==> src/rtl/mem_rr_arbiter_pkg.sv <==
// Shared types for the memory-port arbiter: FSM state encoding and the
// accessor write-size codes used on acc_write_size_i / mem_write_size_o.
package mem_rr_arbiter_pkg;

    typedef enum logic [1:0] {
        IDLE = 2'b00,
        WAIT = 2'b01,
        DONE = 2'b10
    } arb_state_t;

    localparam logic [1:0] SZ_BYTE = 2'b00;
    localparam logic [1:0] SZ_HALF = 2'b01;
    localparam logic [1:0] SZ_WORD = 2'b10;

    localparam int ADDR_W = 32;

endpackage

==> src/rtl/mem_rr_arbiter_picker.sv <==
// Combinational round-robin picker: rotates the request vector so the slot
// after last_grant sits at bit 0, priority-encodes, then rotates the index back.
module rr_picker
    import mem_rr_arbiter_pkg::*;
#(
    parameter int  N  = 2,
    localparam int GW = $clog2(N)
) (
    input  logic [N-1:0]  req_i,
    input  logic [GW-1:0] last_grant_i,
    output logic          any_o,
    output logic [GW-1:0] grant_o
);

    logic [GW-1:0]  start;
    logic [2*N-1:0] req_dbl;
    logic [N-1:0]   rot;
    logic [GW-1:0]  pe;
    logic [GW:0]    sum;

    always_comb begin
        start   = (last_grant_i == GW'(N - 1)) ? '0 : last_grant_i + 1'b1;
        req_dbl = {req_i, req_i};
        rot     = req_dbl[start +: N];
        pe      = '0;
        // Scan downward so the lowest set bit (closest to start) is kept.
        for (int i = N - 1; i >= 0; i--) begin
            if (rot[i]) begin
                pe = GW'(i);
            end
        end
        sum = {1'b0, pe} + {1'b0, start};
        if (sum >= (GW + 1)'(N)) begin
            sum = sum - (GW + 1)'(N);
        end
        grant_o = sum[GW-1:0];
        any_o   = |req_i;
    end

endmodule

==> src/rtl/mem_rr_arbiter.sv <==
// Round-robin arbiter sharing one memory port between N accessors. Latches the
// winning request, holds it on mem until acknowledged, then pulses done/err back.
module mem_rr_arbiter
    import mem_rr_arbiter_pkg::*;
#(
    parameter int  BITSIZE     = 32,
    parameter int  N_ACCESSORS = 2,
    parameter int  TIMEOUT     = 256,
    localparam int GW          = $clog2(N_ACCESSORS)
) (
    input  logic                           clk,
    input  logic                           resetn_i,
    input  logic [ADDR_W*N_ACCESSORS-1:0]  acc_address_i,
    input  logic [N_ACCESSORS-1:0]         acc_write_i,
    input  logic [2*N_ACCESSORS-1:0]       acc_write_size_i,
    input  logic [N_ACCESSORS-1:0]         acc_read_i,
    input  logic [N_ACCESSORS*BITSIZE-1:0] acc_data_i,
    output logic [N_ACCESSORS*BITSIZE-1:0] acc_data_o,
    output logic [N_ACCESSORS-1:0]         acc_done_o,
    output logic [N_ACCESSORS-1:0]         acc_err_o,
    output logic [ADDR_W-1:0]              mem_addr_o,
    output logic [BITSIZE-1:0]             mem_data_o,
    output logic                           mem_write_o,
    output logic [1:0]                     mem_write_size_o,
    output logic                           mem_valid_o,
    input  logic                           mem_valid_i,
    input  logic [BITSIZE-1:0]             mem_data_i,
    output logic                           busy_o,
    output logic [GW-1:0]                  grant_o,
    output arb_state_t                     dbg_state_o
);

    localparam int N  = N_ACCESSORS;
    localparam int CW = (TIMEOUT > 0) ? $clog2(TIMEOUT + 1) : 1;

    arb_state_t         state_q, state_d;
    logic [GW-1:0]      grant_q, grant_d;
    logic [GW-1:0]      last_grant_q, last_grant_d;
    logic [ADDR_W-1:0]  addr_q, addr_d;
    logic [BITSIZE-1:0] wdata_q, wdata_d;
    logic               write_q, write_d;
    logic [1:0]         size_q, size_d;
    logic               valid_q, valid_d;
    logic [N-1:0]       done_q, done_d;
    logic [N-1:0]       err_q, err_d;
    logic [N*BITSIZE-1:0] rdata_q, rdata_d;
    logic [CW-1:0]      wdog_q, wdog_d;

    logic [N-1:0]       req;
    logic               pick_any;
    logic [GW-1:0]      pick_idx;
    logic               timed_out;

    assign req = acc_read_i | acc_write_i;

    rr_picker #(
        .N (N)
    ) u_picker (
        .req_i        (req),
        .last_grant_i (last_grant_q),
        .any_o        (pick_any),
        .grant_o      (pick_idx)
    );

    assign timed_out = (TIMEOUT != 0) && (wdog_q == CW'(TIMEOUT));

    // Handshake: mem_valid_o is a level held from grant until the first cycle
    // mem_valid_i is sampled high; that cycle acknowledges (and, for reads,
    // carries data). mem_valid_o then drops for at least the DONE cycle.
    always_comb begin
        state_d      = state_q;
        grant_d      = grant_q;
        last_grant_d = last_grant_q;
        addr_d       = addr_q;
        wdata_d      = wdata_q;
        write_d      = write_q;
        size_d       = size_q;
        valid_d      = valid_q;
        rdata_d      = rdata_q;
        wdog_d       = wdog_q;
        done_d       = '0;
        err_d        = '0;

        case (state_q)
            IDLE: begin
                if (pick_any) begin
                    grant_d = pick_idx;
                    addr_d  = acc_address_i[pick_idx*ADDR_W +: ADDR_W];
                    wdata_d = acc_data_i[pick_idx*BITSIZE +: BITSIZE];
                    write_d = acc_write_i[pick_idx];
                    size_d  = acc_write_size_i[pick_idx*2 +: 2];
                    wdog_d  = '0;
                    valid_d = 1'b1;
                    state_d = WAIT;
                end
            end
            WAIT: begin
                if (mem_valid_i) begin
                    if (!write_q) begin
                        rdata_d[grant_q*BITSIZE +: BITSIZE] = mem_data_i;
                    end
                    done_d[grant_q] = 1'b1;
                    valid_d         = 1'b0;
                    state_d         = DONE;
                end else if (timed_out) begin
                    done_d[grant_q] = 1'b1;
                    err_d[grant_q]  = 1'b1;
                    valid_d         = 1'b0;
                    state_d         = DONE;
                end else begin
                    wdog_d = wdog_q + 1'b1;
                end
            end
            DONE: begin
                last_grant_d = grant_q;
                state_d      = IDLE;
            end
            default: begin
                valid_d = 1'b0;
                state_d = IDLE;
            end
        endcase
    end

    always_ff @(posedge clk or negedge resetn_i) begin
        if (!resetn_i) begin
            state_q      <= IDLE;
            grant_q      <= '0;
            last_grant_q <= GW'(N - 1);
            addr_q       <= '0;
            wdata_q      <= '0;
            write_q      <= 1'b0;
            size_q       <= '0;
            valid_q      <= 1'b0;
            done_q       <= '0;
            err_q        <= '0;
            rdata_q      <= '0;
            wdog_q       <= '0;
        end else begin
            state_q      <= state_d;
            grant_q      <= grant_d;
            last_grant_q <= last_grant_d;
            addr_q       <= addr_d;
            wdata_q      <= wdata_d;
            write_q      <= write_d;
            size_q       <= size_d;
            valid_q      <= valid_d;
            done_q       <= done_d;
            err_q        <= err_d;
            rdata_q      <= rdata_d;
            wdog_q       <= wdog_d;
        end
    end

    assign acc_data_o       = rdata_q;
    assign acc_done_o       = done_q;
    assign acc_err_o        = err_q;
    assign mem_addr_o       = addr_q;
    assign mem_data_o       = wdata_q;
    assign mem_write_o      = write_q;
    assign mem_write_size_o = size_q;
    assign mem_valid_o      = valid_q;
    assign busy_o           = (state_q != IDLE);
    assign grant_o          = grant_q;
    assign dbg_state_o      = state_q;

endmodule

==> config.mk <==
export PLATFORM = sky130hd
export DESIGN_NAME = mem_rr_arbiter
export DESIGN_NICKNAME = d
export VERILOG_FILES = /design/src/rtl/mem_rr_arbiter_pkg.sv /design/src/rtl/mem_rr_arbiter_picker.sv /design/src/rtl/mem_rr_arbiter.sv
export SDC_FILE = /design/constraint.sdc
export NUM_CORES = 1
export LEC_CHECK = 0
export BUFFER_PORTS_ARGS = -buffer_cell sky130_fd_sc_hd__buf_2
export CORE_ASPECT_RATIO = 1.75
export CORE_MARGIN = 2
export CORE_UTILIZATION = 40
export DETAILED_ROUTE_END_ITERATION = 10
export GPL_ROUTABILITY_DRIVEN = 0
export PLACE_DENSITY = 0.71
export RECOVER_POWER = 100
export SLEW_MARGIN = 5
export SYNTH_ARGS = -nofsm -noshare
export SYNTH_HDL_FRONTEND = slang
export SYNTH_HIERARCHICAL = 1
export SYNTH_SLANG_ARGS = --single-unit
==> constraint.sdc <==
create_clock -name clk -period 4.5 [get_ports clk]
set_input_delay 0.45 -clock clk [delete_from_list [all_inputs] [get_ports clk]]
set_output_delay 0.45 -clock clk [all_outputs]
set_load 0.01 [all_outputs]
# [Word-level counts from Yosys, hierarchy flattened]
# Index checks and enable logic that the tools add are counted.
[totals] reg_bits=149 inputBits=171 wordCells=73
[op_classes] addsub=5 order_cmp=4 n_eq_ne=7 shift=6 muxes=26 bitwise_logic=3 n_reduce_logical=10
[op_table] cell="$shiftx A64 B7 Y32" count=2
[op_table] cell="$bwmux W64" count=1
[op_table] cell="$shift A32 B34 Y64 const A" count=1
[op_table] cell="$shiftx A32 B34 Y64" count=1
[op_table] cell="$neg A6 Y34" count=1
[op_table] cell="$mux W9" count=3
[op_table] cell="$pmux W9 S2" count=1
[op_table] cell="$mux W2" count=8
[op_table] cell="$mux W1" count=10
[op_table] cell="$add A9 B1 Y9 const B" count=1
[op_table] cell="$eq A9 B9 Y1 const B" count=1
[op_table] cell="$ne A2 B2 Y1 const B" count=3
[op_table] cell="$reduce_and A3 Y1" count=2
[op_table] cell="$lt A1 B2 Y1 const B" count=2
[op_table] cell="$pmux W2 S2" count=1
[op_table] cell="$reduce_and A2 Y1" count=2
[op_table] cell="$reduce_and A4 Y1" count=1
[op_table] cell="$reduce_bool A2 Y1" count=2
[op_table] cell="$shiftx A4 B2 Y2" count=1
[op_table] cell="$shiftx A4 B3 Y2" count=1
[op_table] cell="$ne A3 B3 Y1 const B" count=1
[op_table] cell="$pmux W1 S3" count=1
[op_table] cell="$add A1 B1 Y2" count=1
[op_table] cell="$eq A2 B1 Y1 const B" count=1
[op_table] cell="other kinds (11)" count=12

# [Logic depth before layout (Yosys ltp)]
# Gate-level depths: netlist (run 1).
[depth] ltp_word=10 mapped_depth=8 depth_no_buf=7

# [Hierarchy]
# The synthesis (run 1) kept the hierarchy.
[by_module_without_submodules] module="mem_rr_arbiter" n_inst=1 cells_each=517 area_per_inst_um2=6317.3 seq_area_each_um2=3729.8
[by_module_without_submodules] module="rr_picker" n_inst=1 cells_each=4 area_per_inst_um2=25.0 seq_area_each_um2=0.0

# [Least setup slack after synthesis (run 1)]
# Ideal clock, no wire load.
[synth_timing] path_kind="input to register" start="input port acc_write_i[0]" end="register addr_q[15] (netlist: mem_addr_o[15])" setup_ns=0.137 arrival_ns=1.914 required_time_ns=4.363 slack_ns=2.449 cell_stages=8 n_path_buf=3 cell_sequence="or2_2 -> inv_1 -> maj3_2 -> clkbuf_1 -> buf_2 -> buf_2 -> mux2i_1 -> a21oi_1"
[synth_between] elab_chain_cells=8
[synth_rtl] element="start, declared" line_no="mem_rr_arbiter.sv:14" text="input logic [N_ACCESSORS-1:0] acc_write_i,"
[synth_rtl] element="$or A2 B2 Y2 (*)" line_no="mem_rr_arbiter.sv:54" text="assign req = acc_read_i | acc_write_i;"
[synth_rtl] element="$shiftx A4 B2 Y2 (*)" line_no="mem_rr_arbiter_picker.sv:24" text="rot = req_dbl[start +: N];"
[synth_rtl] element="$mux W1" line_no="mem_rr_arbiter_picker.sv:28" text="if (rot[i]) begin"
[synth_rtl] element="$mux W1 (*)" line_no="mem_rr_arbiter_picker.sv:28"
[synth_rtl] element="$add A1 B1 Y2 (*)" line_no="mem_rr_arbiter_picker.sv:32" text="sum = {1'b0, pe} + {1'b0, start};"
[synth_rtl] element="$ge A2 B2 Y1 or $sub A1 B1 Y1 (tied branches)" line_no="mem_rr_arbiter_picker.sv:33, mem_rr_arbiter_picker.sv:34"
[synth_rtl] element="$mux W1 (*)" line_no="mem_rr_arbiter_picker.sv:33" text="if (sum >= (GW + 1)'(N)) begin"
[synth_rtl] element="named net pick_idx" line_no="mem_rr_arbiter.sv:51" text="logic [GW-1:0] pick_idx;"
[synth_rtl] element="$shiftx A64 B7 Y32 (*)" line_no="mem_rr_arbiter.sv:88" text="addr_d = acc_address_i[pick_idx*ADDR_W +: ADDR_W];"
[synth_rtl] element="end signal, assigned" line_no="mem_rr_arbiter.sv:143" text="addr_q <= addr_d;"
[synth_rtl] element="end, declared" line_no="mem_rr_arbiter.sv:39" text="logic [ADDR_W-1:0] addr_q, addr_d;"
# The timed path passes the listed nets; every way through them passes the cells marked *.
# A chain may end at the register's enable or synchronous reset.

# [Worst setup path after layout (run 1)]
[layout_timing] start="register state_q[1] (netlist: dbg_state_o[1])" end="register wdog_q[4]"
[layout_between] elab_chain_cells=3
[layout_rtl] element="start, declared" line_no="mem_rr_arbiter.sv:36" text="arb_state_t state_q, state_d;"
[layout_rtl] element="start signal, assigned" line_no="mem_rr_arbiter.sv:140" text="state_q <= state_d;"
[layout_rtl] element="$eq A2 B1 Y1 or $logic_not A2 Y1 (tied branches)" line_no="mem_rr_arbiter.sv:84" text="case (state_q)"
[layout_rtl] element="$ne A2 B2 Y1 (no source line) or $reduce_bool A2 Y1 (tied branches)"
[layout_rtl] element="$reduce_and A4 Y1 (no source line)"
[layout_rtl] element="end signal, assigned" line_no="mem_rr_arbiter.sv:151" text="wdog_q <= wdog_d;"
[layout_rtl] element="end, declared" line_no="mem_rr_arbiter.sv:47" text="logic [CW-1:0] wdog_q, wdog_d;"
# Several ways; a longest one is shown, not always the timed one.

==> results of run 1 <==
-- cell type report --
cell class / count / area [um^2]
clock buffer: 20 / 457
clock inverter: 12 / 143
fill: 1476 / 7040
inverter: 8 / 30.0
multi-input combinational: 331 / 2420
sequential: 149 / 3730
tap: 186 / 233
timing repair buffer: 316 / 1410
-- cells in the final DEF, fill, tap and decap left out, types with 3 or more instances in the layout --
cell,Yosys,final
mux2i_1,67,67
clkinvlp_4,0,4
and3_1,4,4
clkbuf_1,23,143
buf_2,8,169
nand2_1,8,8
nor2_1,72,72
nor2b_1,3,3
nand3_1,5,5
a21oi_1,68,68
mux2_2,65,64
clkbuf_16,0,17
o21ai_0,6,6
buf_4,0,3
inv_6,0,4
dfrtp_1,148,148
inv_1,8,8
-- final timing paths --
kind	startpoint	end	slack, ns
hold reg to reg	acc_data_o[43]$_DFFE_PN0P_	acc_data_o[43]$_DFFE_PN0P_	0.50
setup reg to reg	dbg_state_o[1]$_DFFE_PN0P_	wdog_q[4]$_DFFE_PN0P_	1.43
max in group asynchronous	resetn_i	mem_addr_o[3]$_DFFE_PN0P_	1.87
setup / recovery	dbg_state_o[1]$_DFFE_PN0P_	wdog_q[4]$_DFFE_PN0P_	1.43
hold / removal	mem_data_i[23]	acc_data_o[55]$_DFFE_PN0P_	0.29
min in group asynchronous	resetn_i	mem_data_o[21]$_DFFE_PN0P_	0.82
-- stage by stage --
stage | utilization | hold WS [ns]
finish | 0.545 | 0.291
global route | 0.545 | 0.269
global placement | 0.522 | 0.482
floorplan | - | 0.154
CTS | 0.560 | 0.200
detailed placement | 0.522 | 0.488
-- critical path: stages (launching register included) --
cell	delay, ns
dfrtp_1	0.48
nor3b_1	0.23
clkbuf_2	1.76
nor2_1	0.03
o21ai_0	0.22
o21ai_0	0.10
-- registers in the layout, indices dropped and copies added, names as in the netlist --
| signal | count |
|---|---|
| acc_data_o | 64 |
| acc_done_o | 2 |
| acc_err_o | 2 |
| dbg_state_o | 2 |
| grant_o | 1 |
| last_grant_q | 1 |
| mem_addr_o | 32 |
| mem_data_o | 32 |
| mem_valid_o | 1 |
| mem_write_o | 1 |
| mem_write_size_o | 2 |
| wdog_q | 9 |
-- layer usage --
layer,global-route usage,up-vias,wire [um],share of wire
li1,-,2425,-,-
met1,0.217,2355,6190,0.38
met2,0.339,196,8710,0.53
met3,0.0523,26,1050,0.064
met4,0.0739,0,402,0.025
met5,0,-,0,0
-- cell families after synthesis --
family | Yosys count | synth area share
AOI/OAI and AO/OA | 83 | 0.0742
xor gates and xnor gates | 1 | 0.00138
adders and majority gates | 3 | 0.00572
buffers and inverters | 41 | 0.0270
DFF | 149 | 0.588
muxes | 132 | 0.221
and+or+nand+nor | 112 | 0.0825
-- power by group --
part,switching [uW],total [uW],internal [uW]
Clock,575,1430,857
Sequential,358,2330,1970
Combinational,1310,2260,943
==> flow_metrics.tcl, run 1 <==
set metrics [dict create \
    routed_wl_um 16400 \
    start_kind "register" \
    grt_antenna_before_repair 0 \
    drv_cap 4 \
    syn_area_um2 6340 \
    die_h_um 171 \
    clock_latency_ns 0.40 \
    drcViolationCount 0 \
    postLayoutCellArea_um2 8430 \
    grtUsageTotal 0.191 \
    peakVddDrop_mv 0.405 \
    die_w_um 99.2 \
    endpoint_kind "register" \
    cts-resized-gates 0 \
    drt_iter0_markers 176 \
    overflow 0 \
    whs_path_depth 2 \
    p_leak_uw 0.00402 \
    synth.most_common_cell "dfrtp_1" \
    finalSetupViolations 0 \
    timing.final.crit_share 0.683 \
    slew_headroom -0.766 \
    setup_ws_ns 1.43 \
    rsz0062_at_grt "no" \
    rows 60 \
    finalHoldViolCount 0 \
    synth_commonest_cells "dfrtp_1 (148), nor2_1 (72), a21oi_1 (68), mux2i_1 (67), mux2_2 (65)" \
    cts.clk_slew.worst_paths_ns 0.06 \
    cts_tree "yes" \
    cts-hold-fix-buffers 0 \
    tightest_slew_ns 2.65 \
    detail_route.vias_per_cell 4.89 \
    grt_pass1_vias 5265 \
    reg2reg_depth 5 \
    pre_cts_ws_ns 1.88 \
    synth_area_leaders "dfrtp_1 (58%), mux2_2 (12%), mux2i_1 (11%), a21oi_1 (5.4%), nor2_1 (4.3%)" \
    cts_buffers 17 \
    synth_nets 694 \
    ys_warn_count 6 \
    synth-edff-count 0 \
    post_cts_buffers 0 \
    syn_inst 521 \
    h-tree-depth 4 \
    final_cells 1022 \
    port_buffers 310 \
    avgSynthCellArea_um2 12.2 \
    postSynth.asyncResetShare 1.00 \
    ys_ff_latch 149 \
    min_period_ns 3.07 \
    maxSlewViolCount 311 \
    place_area_um2 8070 \
    critPathMaxFanout 137 \
    grt_pass1_wl_um 25700 \
    path_class "register to register" \
    ys_types 42 \
    final_layout_size_suffix_gt1_frac 0.333 \
    clock-sinks 149 \
    cts_max_path_buffers 2 \
    firstDrtPassIters 5 \
    arrival_ns 3.34 \
    die_area_um2 16900 \
    nNetsFinal 996 \
    placedCellCount 990 \
    initial_core_util 0.410 \
    dp_hpwl_um 11900 \
    power_uw 6020 \
    synth_top_area_share 0.584 \
    final_antenna_net_count 0 \
    syn_to_final_growth_pct 32.9 \
    yosys.area.top_type "dfrtp_1" \
    wl_per_cell_um 16.0 \
    critPathRequiredTime_ns 4.77 \
    cts_root_buf "clkbuf_16" \
    vias 5002 \
    fin_setup_tns_ns 0 \
    hp-class "input pin to register" \
    violations "max-capacitance violations, max-slew violations" \
    antennaDiodeCount 0 \
    clock-skew-final_ns 0.0119 \
    max_clock_freq_mhz 326 \
    core_um2 15500 \
    ioPinCount 311 \
    synth_ff_type "dfrtp_1" \
    status "finished with violations" \
    pwr_density_cell_nw_per_um2 714 \
    grt_max_degree 138 \
    synth_seq_area_share 0.588 \
]
(Power assumes the default switching activity.)
==> inputs of run 2 (changes only) <==
- clock period: 4.5 -> 3.2 ns (I/O delays scaled with it)
==> run 2 against run 1 <==
Effect of this change:
- the flow now finishes without violations
- wire length grew 0.41%
- non-clock buffer count grew 3
- first-iteration DRC count shrank 51%
- register-to-register slack lost 0.68 ns
- largest cell class unchanged
- largest power group unchanged
- highest routed layer unchanged
==> flow_metrics.tcl, run 2 (same netlist as run 1, synthesis figures left out) <==
set metrics [dict create \
    die_area_um2 16900 \
    finalHoldViolCount 0 \
    endpoint_kind "register" \
    slowest_stage "maj3_1" \
    rows 60 \
    min_period_ns 2.45 \
    routed_wl_um 16400 \
    port_buffers 310 \
    cts_buffers 17 \
    post_cts_buffers 0 \
    grtUsageTotal 0.192 \
    initial_core_util 0.410 \
    cp_cell_sequence "inv_1 > maj3_1 > buf_12 > mux2i_1 > a21oi_1" \
    pwr_density_cell_nw_per_um2 999 \
    final_common_cell "buf_2" \
    drcViolationCount 0 \
    seq_area_um2 3730 \
    firstDrtPassIters 4 \
    final_antenna_net_count 0 \
    cp_num_buf_inv 2 \
    peakVddDrop_mv 0.621 \
    p_leak_uw 0.00407 \
    drv_cap 0 \
    h-tree-depth 4 \
    die_h_um 171 \
    critical-path-max-stage-delay_ns 1.00 \
    grt_max_degree 123 \
    finalSetupViolations 0 \
    hp-class "input pin to register" \
    fin_setup_tns_ns 0 \
    critPathRequiredTime_ns 3.43 \
    maxSlewViolCount 0 \
    cts.clk_slew.worst_paths_ns 0.07 \
    drt_iter0_markers 87 \
    dp_hpwl_um 12300 \
    max_clock_freq_mhz 408 \
    nNetsFinal 999 \
    cts_tree "yes" \
    wl_per_cell_um 16.0 \
    multiInputGateArea_um2 2430 \
    cts_max_path_buffers 2 \
    detail_route.vias_per_cell 4.98 \
    crit_family "adder cells" \
    status "complete, no violations" \
    grt_pass1_vias 5230 \
    largest_reg_flops 64 \
    critPathMaxFanout 51 \
    rsz0062_at_grt "no" \
    timing.final.crit_share 0.766 \
    grt_antenna_before_repair 0 \
    start_kind "register" \
    clock-skew-final_ns 0.0187 \
    final_layout_size_suffix_gt1_frac 0.336 \
    grt_pass1_wl_um 25700 \
    whs_ns 0.148 \
    tightest_slew_ns 1.38 \
    vias 5100 \
    path_class "register to register" \
    cts_root_buf "clkbuf_16" \
    arrival_ns 2.68 \
    layout_common_cells "buf_2 (169), dfrtp_1 (148), clkbuf_1 (140)" \
    clock-sinks 149 \
    antennaDiodeCount 0 \
    syn_to_final_growth_pct 33.8 \
    overflow 0 \
    die_w_um 99.2 \
    n_fill_cell 1464 \
    core_um2 15500 \
    clock_latency_ns 0.41 \
    slew_headroom 0.0770 \
    ioPinCount 311 \
]
## run 2: area by class of cell
type / instances / share of cell area
sequential: 149 / 0.440
multi-input combinational: 331 / 0.286
timing repair buffer: 319 / 0.172
clock buffer: 17 / 0.0501
tap: 186 / 0.0274
clock inverter: 15 / 0.0209
inverter: 8 / 0.00354
## run 2: layer usage
metal	track usage	vias up	part of all wire
li1	-	2438	-
met1	0.211	2428	0.37
met2	0.345	200	0.54
met3	0.0519	34	0.063
met4	0.0798	0	0.029
met5	0	-	0
## run 2: stage by stage
stage	util	cell area, um^2	instances	setup WS [ns]	total power [uW]
after floorplan	-	6340	521	1.28	5300
after global placement	0.524	8110	992	0.990	6650
after detailed placement	0.524	8110	992	0.924	6760
after CTS	0.564	8720	1025	0.898	8850
after global routing	0.549	8480	1025	0.613	9060
final	0.549	8480	1025	0.747	8480
## run 2: repair_timing
action,in CTS,in global routing
gates resized for setup,0,0
hold endpoints to repair,50,0
hold buffers,1,0
## run 2: path summary, 6_finish.rpt
path,end,from,slack (ns),cells after the start
hold reg to reg,acc_data_o[35]$_DFFE_PN0P_,acc_data_o[35]$_DFFE_PN0P_,0.51,1
min in group asynchronous,mem_data_o[22]$_DFFE_PN0P_,resetn_i,0.78,2
setup / recovery,mem_data_o[1]$_DFFE_PN0P_,last_grant_q$_DFFE_PN1P_,0.75,5
setup reg to reg,mem_data_o[1]$_DFFE_PN0P_,last_grant_q$_DFFE_PN1P_,0.75,5
max in group asynchronous,mem_data_o[0]$_DFFE_PN0P_,resetn_i,1.11,3
hold / removal,acc_data_o[48]$_DFFE_PN0P_,mem_data_i[16],0.15,2
## run 2: worst register-to-register path, cell delays in order (launching register included)
cell and delay, ns:
dfstp_1 0.37, inv_1 0.07, maj3_1 1.00, buf_12 0.42, mux2i_1 0.33, a21oi_1 0.09
## run 2: power by group
part	total [uW]	switching, uW	internal [uW]
clock	2050	864	1190
sequential	3260	491	2770
combinational	3160	1860	1310
total	8480	3210	5260
==> inputs of run 3 (changes only) <==
- clock period: 3.2 -> 2.5 ns (I/O delays scaled with it)
==> run 3 against run 2 <==
Effect of this change:
- via count fell by 1.3%
- clock-buffer cell count rose by 1
- worst hold slack got worse by 0.067 ns
- utilization rose by 0.36 points
- critical path depth did not move
- final cell count rose by 0.20%
- fmax rose by 16%
- sequential share of layout area fell by 0.28 points
- global-route usage fell by 0.52 points
- critical path type unchanged
- critical endpoint is now mem_data_o[5]$_DFFE_PN0P_
- largest power group unchanged
==> flow_metrics.tcl, run 3 (same netlist as run 1, synthesis figures left out) <==
set metrics [dict create \
    utilization 0.552 \
    start_kind "register" \
    routed_wl_um 16200 \
    clock-sinks 149 \
    vias 5035 \
    critPathRequiredTime_ns 2.77 \
    clock-skew-final_ns 0.0113 \
    grtUsageTotal 0.187 \
    hp-class "input pin to register" \
    path_class "register to register" \
    timing.final.crit_share 0.849 \
    grt_pass1_wl_um 24800 \
    antennaDiodeCount 0 \
    firstDrtPassIters 4 \
    grt_antenna_before_repair 0 \
    cts_root_buf "clkbuf_16" \
    n_fill_cell 1441 \
    cts_tree "yes" \
    pwr_density_cell_nw_per_um2 1290 \
    min-delay-start "mem_data_i[12]" \
    final_antenna_net_count 0 \
    cts.clk_slew.worst_paths_ns 0.07 \
    critPathMaxFanout 31 \
    cts-resized-gates 0 \
    layout_common_cells "buf_2 (170), dfrtp_1 (148), clkbuf_1 (141)" \
    die_area_um2 16900 \
    min_to "acc_data_o[12]$_DFFE_PN0P_" \
    finalHoldViolCount 0 \
    drv_cap 0 \
    endpoint_kind "register" \
    arrival_ns 2.39 \
    max_clock_freq_mhz 471 \
    met1_length_um 6090 \
    core_um2 15500 \
    rows 60 \
    power_uw 11000 \
    syn_to_final_growth_pct 34.6 \
    topRoutingLayerUsed "met4" \
    status "complete, no violations" \
    final_layout_size_suffix_gt1_frac 0.338 \
    detail_route.vias_per_cell 4.90 \
    h-tree-depth 4 \
    nNetsFinal 1002 \
    rsz0062_at_grt "no" \
    slew_headroom 0.316 \
    die_w_um 99.2 \
    drcViolationCount 0 \
    largest_reg_flops 64 \
    fin_setup_tns_ns 0 \
    reg2reg_depth 5 \
    finalSetupViolations 0 \
    dr_wl_met2_um 8830 \
    maxSlewViolCount 0 \
    cts_max_path_buffers 2 \
    reg2reg_to "mem_data_o[5]$_DFFE_PN0P_" \
    clock_latency_ns 0.41 \
    post_cts_buffers 0 \
    die_h_um 171 \
    ioPinCount 311 \
    wl_per_cell_um 15.8 \
    multiInputGateArea_um2 2420 \
    reg2reg_slack_ns 0.38 \
    grt_max_degree 98 \
    peakVddDrop_mv 0.671 \
    p_leak_uw 0.00409 \
    min_period_ns 2.12 \
    port_buffers 310 \
    cts_buffers 17 \
    seq_area_um2 3730 \
    whs_path_depth 2 \
    drt_iter0_markers 176 \
    r2r_start "last_grant_q$_DFFE_PN1P_" \
    grt_pass1_vias 4885 \
    overflow 0 \
    route.met3.wl_um 1080 \
    final_common_cell "buf_2" \
    dp_hpwl_um 12100 \
    tightest_slew_ns 1.03 \
    initial_core_util 0.410 \
]
==> run 3: changes by cell type in the layout (fill, tap and decap cells not counted), sizes merged <==
cell	previous run	this run
clkinvlp	0	2
clkinv	1	3
bufinv	2	4
buf	172	176
inv	20	12
==> run 3: report_power, final <==
group / leakage, uW / switching, uW / internal [uW]
Clock: 0.000305 / 1040 / 1710
Combinational: 0.00203 / 2360 / 1690
Sequential: 0.00176 / 636 / 3540
==> run 3: worst max path at each step <==
| stage | start | endpoint | slack [ns] | cells after the start |
|---|---|---|---|---|
| after detailed placement | acc_write_i[0] | mem_data_o[26]$_DFFE_PN0P_ | 0.52 | 7 |
| after CTS | wdog_q[4]$_DFFE_PN0P_ | wdog_q[2]$_DFFE_PN0P_ | 0.52 | 5 |
| after global routing | last_grant_q$_DFFE_PN1P_ | mem_addr_o[25]$_DFFE_PN0P_ | 0.25 | 5 |
| after floorplan | wdog_q[4]$_DFFE_PN0P_ | wdog_q[6]$_DFFE_PN0P_ | 0.63 | 5 |
| final | last_grant_q$_DFFE_PN1P_ | mem_data_o[5]$_DFFE_PN0P_ | 0.38 | 5 |
| after global placement | acc_write_i[0] | mem_write_o$_DFFE_PN0P_ | 0.53 | 7 |
==> run 3: worst max-delay path, stage by stage, from the launching register on <==
cell	delay, ns
dfstp_1	0.37
inv_1	0.07
maj3_4	0.35
buf_2	0.74
mux2i_1	0.32
a21oi_1	0.10
==> run 3: final cells by class <==
cell class / count / area share
flip-flops and latches: 149 / 0.437
inverters: 8 / 0.00352
multi-input cells: 331 / 0.284
clock buffers: 18 / 0.0514
clock inverters: 13 / 0.0229
well taps: 186 / 0.0273
repair buffers: 322 / 0.174
==> run 3: timing repair <==
item / in CTS / in global routing
endpoints found under the hold margin: 37 / 0
endpoints found under the setup margin: 0 / 0
hold buffers: 1 / 0
==> run 3: through the flow <==
step | hold slack, ns | worst slack [ns] | instances | instance area (um^2)
6_report | 0.0818 | 0.378 | 1027 | 8540
3_3_place_gp | 0.176 | 0.529 | 995 | 8140
5_1_grt | 0.0650 | 0.255 | 1027 | 8540
4_1_cts | 0.0680 | 0.522 | 1027 | 8780
2_1_floorplan | -0.0456 | 0.627 | 521 | 6340
3_5_place_dp | 0.175 | 0.524 | 995 | 8140
==> run 3: layer usage <==
layer | vias up | track usage
met1 | 2399 | 0.212
met2 | 176 | 0.333
met4 | 0 | 0.0643
li1 | 2445 | -
met3 | 15 | 0.0547
met5 | - | 0
